<file path="src/rtl/i2s_tx_pkg.sv">
// Shared constants and types for the I2S transmitter: frame geometry,
// word-select encoding and the slot counter type.
package i2s_tx_pkg;

  localparam int unsigned SAMPLE_W        = 16;
  localparam int unsigned SLOTS_PER_FRAME = 32;
  localparam int unsigned SLOT_W          = $clog2(SLOTS_PER_FRAME);
  // Last slot that carries left-channel data (left[0]).
  localparam int unsigned LEFT_LAST_SLOT  = 16;

  typedef enum logic {
    LR_LEFT  = 1'b0,
    LR_RIGHT = 1'b1
  } lr_e;

  typedef logic [SLOT_W-1:0] slot_t;

  function automatic slot_t slot_inc(input slot_t s);
    return (s == slot_t'(SLOTS_PER_FRAME - 1)) ? '0 : s + slot_t'(1);
  endfunction

endpackage

</file>
<file path="src/rtl/i2s_bclk_gen.sv">
// Bit-clock divider and slot counter. slot_start marks the edge on which
// bclk falls, which is also the edge that advances the slot index.
module i2s_bclk_gen
  import i2s_tx_pkg::*;
#(
  parameter int unsigned BCLK_DIV = 4
) (
  input  logic              clk,
  input  logic              reset,
  input  logic              en,
  output logic              bclk,
  output logic              slot_start,
  output logic [SLOT_W-1:0] slot
);

  logic [7:0] div_cnt_q, div_cnt_d;
  logic       bclk_q, bclk_d;
  slot_t      slot_q, slot_d;
  logic       tick;

  assign tick       = (div_cnt_q == 8'(BCLK_DIV - 1));
  assign slot_start = en & tick & bclk_q;

  always_comb begin
    div_cnt_d = tick ? '0 : div_cnt_q + 8'd1;
    bclk_d    = tick ? ~bclk_q : bclk_q;
    slot_d    = slot_start ? slot_inc(slot_q) : slot_q;
    if (!en) begin
      div_cnt_d = '0;
      bclk_d    = 1'b0;
      slot_d    = '0;
    end
  end

  always_ff @(posedge clk) begin
    if (reset) begin
      div_cnt_q <= '0;
      bclk_q    <= 1'b0;
      slot_q    <= '0;
    end else begin
      div_cnt_q <= div_cnt_d;
      bclk_q    <= bclk_d;
      slot_q    <= slot_d;
    end
  end

  assign bclk = bclk_q;
  assign slot = slot_q;

endmodule

</file>
<file path="src/rtl/i2s_tx.sv">
// I2S transmitter: latches {left,right} once per frame on entry to slot 1,
// shifts it out MSB first with the standard one-bclk delay after lrclk.
module i2s_tx
  import i2s_tx_pkg::*;
#(
  parameter int unsigned BCLK_DIV = 4,
  parameter int unsigned WIDTH    = 16
) (
  input  logic             clk,
  input  logic             reset,
  input  logic             en,
  input  logic [WIDTH-1:0] left,
  input  logic [WIDTH-1:0] right,
  output logic             bclk,
  output logic             lrclk,
  output logic             sdata,
  output logic             sample
);

  logic              slot_start;
  logic [SLOT_W-1:0] slot;
  slot_t             next_slot;

  logic [2*WIDTH-1:0] shreg_q, shreg_d;
  logic               sdata_q, sdata_d;
  logic               sample_q, sample_d;
  lr_e                lr_q, lr_d;

  i2s_bclk_gen #(
    .BCLK_DIV (BCLK_DIV)
  ) u_bclk_gen (
    .clk        (clk),
    .reset      (reset),
    .en         (en),
    .bclk       (bclk),
    .slot_start (slot_start),
    .slot       (slot)
  );

  assign next_slot = slot_inc(slot);

  // Word select leads the data by one slot, so it switches on entry to the
  // slot after LEFT_LAST_SLOT-1; the MSB leaves on entry to slot 1.
  always_comb begin
    shreg_d  = shreg_q;
    sdata_d  = sdata_q;
    lr_d     = lr_q;
    sample_d = 1'b0;
    if (!en) begin
      shreg_d = '0;
      sdata_d = 1'b0;
      lr_d    = LR_LEFT;
    end else if (slot_start) begin
      lr_d = (next_slot >= slot_t'(LEFT_LAST_SLOT)) ? LR_RIGHT : LR_LEFT;
      if (next_slot == slot_t'(1)) begin
        shreg_d  = {left, right};
        sdata_d  = left[WIDTH-1];
        sample_d = 1'b1;
      end else begin
        sdata_d = shreg_q[2*WIDTH-2];
        shreg_d = {shreg_q[2*WIDTH-2:0], 1'b0};
      end
    end
  end

  always_ff @(posedge clk) begin
    if (reset) begin
      shreg_q  <= '0;
      sdata_q  <= 1'b0;
      sample_q <= 1'b0;
      lr_q     <= LR_LEFT;
    end else begin
      shreg_q  <= shreg_d;
      sdata_q  <= sdata_d;
      sample_q <= sample_d;
      lr_q     <= lr_d;
    end
  end

  assign lrclk  = lr_q;
  assign sdata  = sdata_q;
  assign sample = sample_q;

endmodule

</file>
<file path="config.mk">
export PLATFORM = sky130hd
export DESIGN_NAME = i2s_tx
export DESIGN_NICKNAME = d
export VERILOG_FILES = /design/src/rtl/i2s_tx_pkg.sv /design/src/rtl/i2s_bclk_gen.sv /design/src/rtl/i2s_tx.sv
export SDC_FILE = /design/constraint.sdc
export NUM_CORES = 1
export LEC_CHECK = 0
export BUFFER_PORTS_ARGS = -buffer_cell sky130_fd_sc_hd__buf_2
export CAP_MARGIN = 20
export CELL_PAD_IN_SITES_DETAIL_PLACEMENT = 0
export CELL_PAD_IN_SITES_GLOBAL_PLACEMENT = 1
export CORE_MARGIN = 5
export CORE_UTILIZATION = 43
export CTS_CLUSTER_DIAMETER = 150
export DETAILED_ROUTE_END_ITERATION = 6
export PLACE_DENSITY = 0.88
export SYNTH_ARGS = -nofsm -noshare
export SYNTH_HDL_FRONTEND = slang
export SYNTH_SLANG_ARGS = --single-unit
</file>
<file path="constraint.sdc">
create_clock -name clk -period 6.1 [get_ports clk]
set_input_delay 0.61 -clock clk [delete_from_list [all_inputs] [get_ports clk]]
set_output_delay 0.61 -clock clk [all_outputs]
set_load 0.03 [all_outputs]
</file>
* Word level (Yosys, flattened, before mapping)
Index checks and enable logic that the tools add are counted.
** Storage, ports and cells
- Bits in registers :: 48
- Bits in latches :: 0
- Bits in writable memories :: 0
- Bits in read-only memories :: 0
- Input bits :: 35
- Output and inout bits :: 4
- Logic and storage cells :: 26
- Memories kept :: 0
** Cells by class
- Add/subtract/negate cells :: 2
- $mul :: 0
- Div/mod/pow operators :: 0
- Order comparisons :: 1
- Eq/ne operators :: 3
- Shift operators :: 0
- Multiplexer cells :: 5
- Bitwise operators :: 5
- Reduce and logical (&&, ||, !) cells :: 3
** Operator list (number)
- 31-bit 2-to-1 mux :: 1
- 8-bit by 1-bit adder with 8-bit output (second input constant) :: 1
- 8-bit by 2-bit equality test with 1-bit output (second input constant) :: 1
- 3-bit OR reduction :: 2
- 5-bit by 1-bit adder with 5-bit output (second input constant) :: 1
- 5-bit by 1-bit equality test with 1-bit output (second input constant) :: 1
- 5-bit equality test (second input constant) :: 1
- 5-bit greater-or-equal comparator (second input constant) :: 1
- 5-bit 2-to-1 mux :: 1
- 1-bit 2-to-1 mux :: 3
- 1-bit NOT :: 3
- 1-bit bitwise AND :: 2
- 2-bit OR reduction :: 1

* Logic depth before layout (Yosys ltp)
- Word-level depth :: 5
- Depth in mapped cells :: 8
- Mapped depth without buffers :: 7

* By module
From an unflattened synthesis, not the netlist that was laid out.
** Second synthesis, totals
- Cell total of the unflattened synthesis :: 278
- Area total of the unflattened synthesis :: 2398.6 um2
** By module, submodules not included
- i2s_tx :: instances 1, cells an instance 204, area each 1746.7 um2, sequential area each 680.7 um2
- i2s_bclk_gen :: instances 1, cells an instance 74, area each 651.9 um2, sequential area each 280.3 um2

* Least setup slack after synthesis
Ideal clock, no wire load.
- Path type :: register to register
- Start :: reg u_bclk_gen.slot_q[0], in the netlist u_bclk_gen.slot[0]
- End :: reg shreg_q[0]
- Setup time :: 0.070 ns
- Arrival :: 1.942 ns
- Data required time :: 6.030 ns
- Setup slack :: 4.088 ns
- Cell stages (with the launch flop) :: 9
- Buffers on the path :: 1
- Clock period less this slack :: 2.012 ns
- Path through :: dfxtp_1 ha_1 and3_1 ha_1 nand2b_1 a21oi_1 clkbuf_1 nand4_1 a21oi_1
** On the way
- Cells in the longest elaborated chain, start to end :: 4
- Elaborated cells on any way between the ends :: 5
- Classes of those cells :: add/sub (1); eq/ne (2); mux (2)
** Ends and longest elaborated chain
- start: declaration :: RTL line i2s_bclk_gen.sv:18 : slot_t slot_q, slot_d;
- start signal: assignment :: RTL line i2s_bclk_gen.sv:43 : slot_q <= slot_d;
- 5-bit by 1-bit adder with 5-bit output / 5-bit equality test (equally long branches) :: RTL line i2s_tx_pkg.sv:19 : return (s == slot_t'(SLOTS_PER_FRAME - 1)) ? '0 : s + slot_t'(1);
- 5-bit 2-to-1 mux (*) :: RTL line i2s_tx_pkg.sv:19
- net next_slot[4] :: RTL line i2s_tx.sv:22 : slot_t next_slot;
- 5-bit by 1-bit equality test with 1-bit output (*) :: RTL line i2s_tx.sv:55 : if (next_slot == slot_t'(1)) begin
- 31-bit 2-to-1 mux (*) :: RTL line i2s_tx.sv:55
- end signal: assignment :: RTL line i2s_tx.sv:73 : shreg_q <= shreg_d;
- end: declaration :: RTL line i2s_tx.sv:24 : logic [2*WIDTH-1:0] shreg_q, shreg_d;
The timed path passes the listed nets; every way through them passes the cells marked *.
A chain may end at the register's enable or synchronous reset.

* Worst setup path in the final report
- Start :: reg u_bclk_gen.div_cnt_q[0]
- End :: reg shreg_q[18]
** On the way
- Cells in the longest elaborated chain, start to end :: 3
** Ends and longest elaborated chain
- start: declaration :: RTL line i2s_bclk_gen.sv:16 : logic [7:0] div_cnt_q, div_cnt_d;
- start signal: assignment :: RTL line i2s_bclk_gen.sv:41 : div_cnt_q <= div_cnt_d;
- 8-bit by 2-bit equality test with 1-bit output :: RTL line i2s_bclk_gen.sv:21 : assign tick = (div_cnt_q == 8'(BCLK_DIV - 1));
- 1-bit bitwise AND (2 in series) :: RTL line i2s_bclk_gen.sv:22 : assign slot_start = en & tick & bclk_q;
No other way between the ends.

==> run metrics <==
Psw 0.111 mW; clock power share 35.8%; R2R Path End shreg_q[18]; Rows 25; Sinks on Clock Net 47; Max Clock Skew 0.00994 ns; logic gate share of total power 3.7%; max frequency 0.417 GHz; I/O Buffers 38; first-pass GRT wire length 8860 um; DR vias/cell 5.64; DR pass1 iterations 4; largest net degree at the start of global routing 37; Static Leak 0.908 nW; Worst VDD drop 0.101 mV; maxcap violations 0; fillcell total 507; drt total wl 5310 um; GR met2 Demand/Resource 27.2%; Worst-Margin Slew 0.913 ns; hold_buf cts 0; Most Used Layer, Global Route met2; mean routed wirelength per cell 14.8 um; nets 330; Worst Setup SP u_bclk_gen.div_cnt_q[0]; CP Capture Type flop; Mapped Nets 302; GR Overflow Total 0; Cells after Synth 263; layout cell share with drive strength beyond 1 18.8%; non-filler cells, final 359; Clock Root Buffer clkbuf_8; I/O pin cnt 39; met1 usage 22.9%; RSZ-0062 raised after global routing false; GRT Total Usage 17.2%; CP max FO 17; Synth top area share 44.0%; pwr dens 208 mW/mm^2; fin crit period 2.40 ns; reg-to-reg setup timing slack 3.70 ns; Pint 0.398 mW; H-tree Lvls 2; final slew viol count 0; Die Width 80.5 um; worst r2r src u_bclk_gen.div_cnt_q[0]; Synth warnings 0; CP endpoint shreg_q[18]; ANT cells 0; Storage cell area 941 sq um; routed via count 2023; Sw Share 21.9%; Final GP Congestion 0.805; CTS clk-pin slew, worst paths 0.08 ns; Routed Antenna Nets 0; clk buf depth 2; Yosys cell types 28; result of the run complete, no violations; power share of the sequential group 60.5%; area delta synth->final 14.5%; clk_lat worst skew 0.30 ns; register bit total from synthesis 47; WP data arrival 2.58 ns; worst-case reg-to-reg path depth 6; setup_tns 0 ns; cell area after technology mapping 0.00214 sq mm; dpl hpwl 3230 um; multi-input logic area 0.00111 sq mm; Seq/Total Area, Yosys 44.0%; # setup viols final 0; Critical Path Start Type flop; die area 0.00648 sq mm; TritonCTS clock tree built; Core ar. 0.00479 sq mm; type of the worst min-delay path flop to flop; M3 GR Usage 4.04%; number of buffers created by CTS 5; Post-Syn Area per Cell 8.13 sq um; Post-CTS Setup Repair Bufs 0; Slew HR 39.1%; Die Y 80.5 um; vias in the first global route 1908; Initial Util 44.7%; area leader, netlist dfxtp_1; Tcrit/Tclk final 39.3%; ranking of synthesized cells by area dfxtp_1 (44%), o21ai_0 (15%), a31oi_1 (9.1%); DP Cell Count 351; DR iter-0 viols 159; initial antenna violation count 0; CP required 6.28 ns; Post-route DRC 0; post_cts resized 0; Crit Path Category flop to flop; final hold vios 0
[synthesized netlist by cell type]
library cell	instances
a21o_1	1
a21oi_1	38
a31oi_1	31
and3_1	4
and3_2	1
buf_2	3
clkbuf_1	18
dfxtp_1	47
ha_1	4
inv_1	3
mux2_2	1
mux2i_1	1
nand2_1	8
nand2b_1	2
nand3_1	7
nand4_1	1
nand4b_1	1
nor2_1	11
nor2_4	1
nor2b_1	2
nor4_1	2
nor4b_1	2
o21ai_0	63
or4_4	1
or4b_1	1
or4b_4	1
xnor2_1	1
xor2_1	7
[worst min-delay path by stage]
stage | from | end | slack, ns | cells past startpoint
floorplan | shreg_q[0] | shreg_q[0] | 0.43 | 2
global placement | shreg_q[0] | shreg_q[0] | 0.44 | 2
detailed placement | shreg_q[0] | shreg_q[0] | 0.44 | 2
CTS | shreg_q[0] | shreg_q[0] | 0.45 | 2
global route | shreg_q[27] | shreg_q[28] | 0.49 | 2
finish | shreg_q[0] | shreg_q[0] | 0.45 | 2
[routing by layer]
layer	vias to the layer above	wire length, um	part of all wire, %
li1	1024	-	-
met1	945	2550	48
met2	46	2430	46
met3	8	244	4.6
met4	0	74	1.4
met5	-	0	0
[power by group through the flow]
stage | logic (mW) | clock network [mW] | registers (mW)
floorplan | 0.00531 | 0 | 0.315
global placement | 0.0192 | 0 | 0.315
finish | 0.0186 | 0.182 | 0.308
CTS | 0.0188 | 0.187 | 0.308
global route | 0.0207 | 0.198 | 0.308
detailed placement | 0.0188 | 0 | 0.315
[logic make-up (layout without fill, tap and decap cells)]
| group | Yosys count | after routing | share of synthesized area (%) |
|---|---|---|---|
| compound gates | 133 | 133 | 33.1 |
| xor+xnor | 8 | 8 | 3.28 |
| fa+ha+maj | 4 | 4 | 2.34 |
| buf+inv | 24 | 53 | 4.39 |
| flops | 47 | 47 | 44.0 |
| mux | 2 | 2 | 0.995 |
| simple gates | 45 | 45 | 11.9 |
[cells in the final DEF, fill, tap and decap left out, types with 3 or more instances in the layout]
cell type | netlist | layout
o21ai_0 | 63 | 63
dfxtp_1 | 47 | 47
buf_2 | 3 | 38
a21oi_1 | 38 | 37
a31oi_1 | 31 | 31
nor2_1 | 11 | 11
nand2_1 | 8 | 8
xor2_1 | 7 | 7
nand3_1 | 7 | 7
clkbuf_8 | 0 | 5
and3_1 | 4 | 4
ha_1 | 4 | 4
buf_4 | 0 | 4
inv_1 | 3 | 3
[flip-flops by register name (all words and copies together), names as in the netlist]
| signal | count |
|---|---|
| u_bclk_gen.div_cnt_q | 8 |
| lrclk | 1 |
| sample | 1 |
| u_bclk_gen.slot | 4 |
| shreg_q | 31 |
| sdata | 1 |
| u_bclk_gen.bclk | 1 |
[metrics by stage]
stage | area (sq um) | setup slack (ns) | utilization (%) | power [mW] | hold slack [ns]
floorplan | 2140 | 4.09 | - | 0.320 | 0.428
global placement | 2370 | 3.79 | 49.5 | 0.334 | 0.436
detailed placement | 2370 | 3.74 | 49.5 | 0.334 | 0.445
CTS | 2450 | 3.72 | 51.2 | 0.514 | 0.454
global route | 2450 | 3.31 | 51.2 | 0.527 | 0.485
finish | 2450 | 3.70 | 51.2 | 0.509 | 0.455
[critical path, cell delays in order (launching register included)]
cell,delay [ns]
dfxtp_1,0.40
ha_1,0.26
nor4b_1,0.37
nand3_1,0.56
buf_4,0.41
a31oi_1,0.17
a21oi_1,0.10
[final cells by class]
type                            count  area share (%)
Multi-Input combinational cell    192            45.4
Sequential cell                    47            38.4
Timing Repair Buffer               42            8.99
Tap cell                           67            3.42
Clock buffer                        7            3.12
Inverter                            3           0.460
Clock inverter                      1           0.204
(Power assumes the default switching activity.)
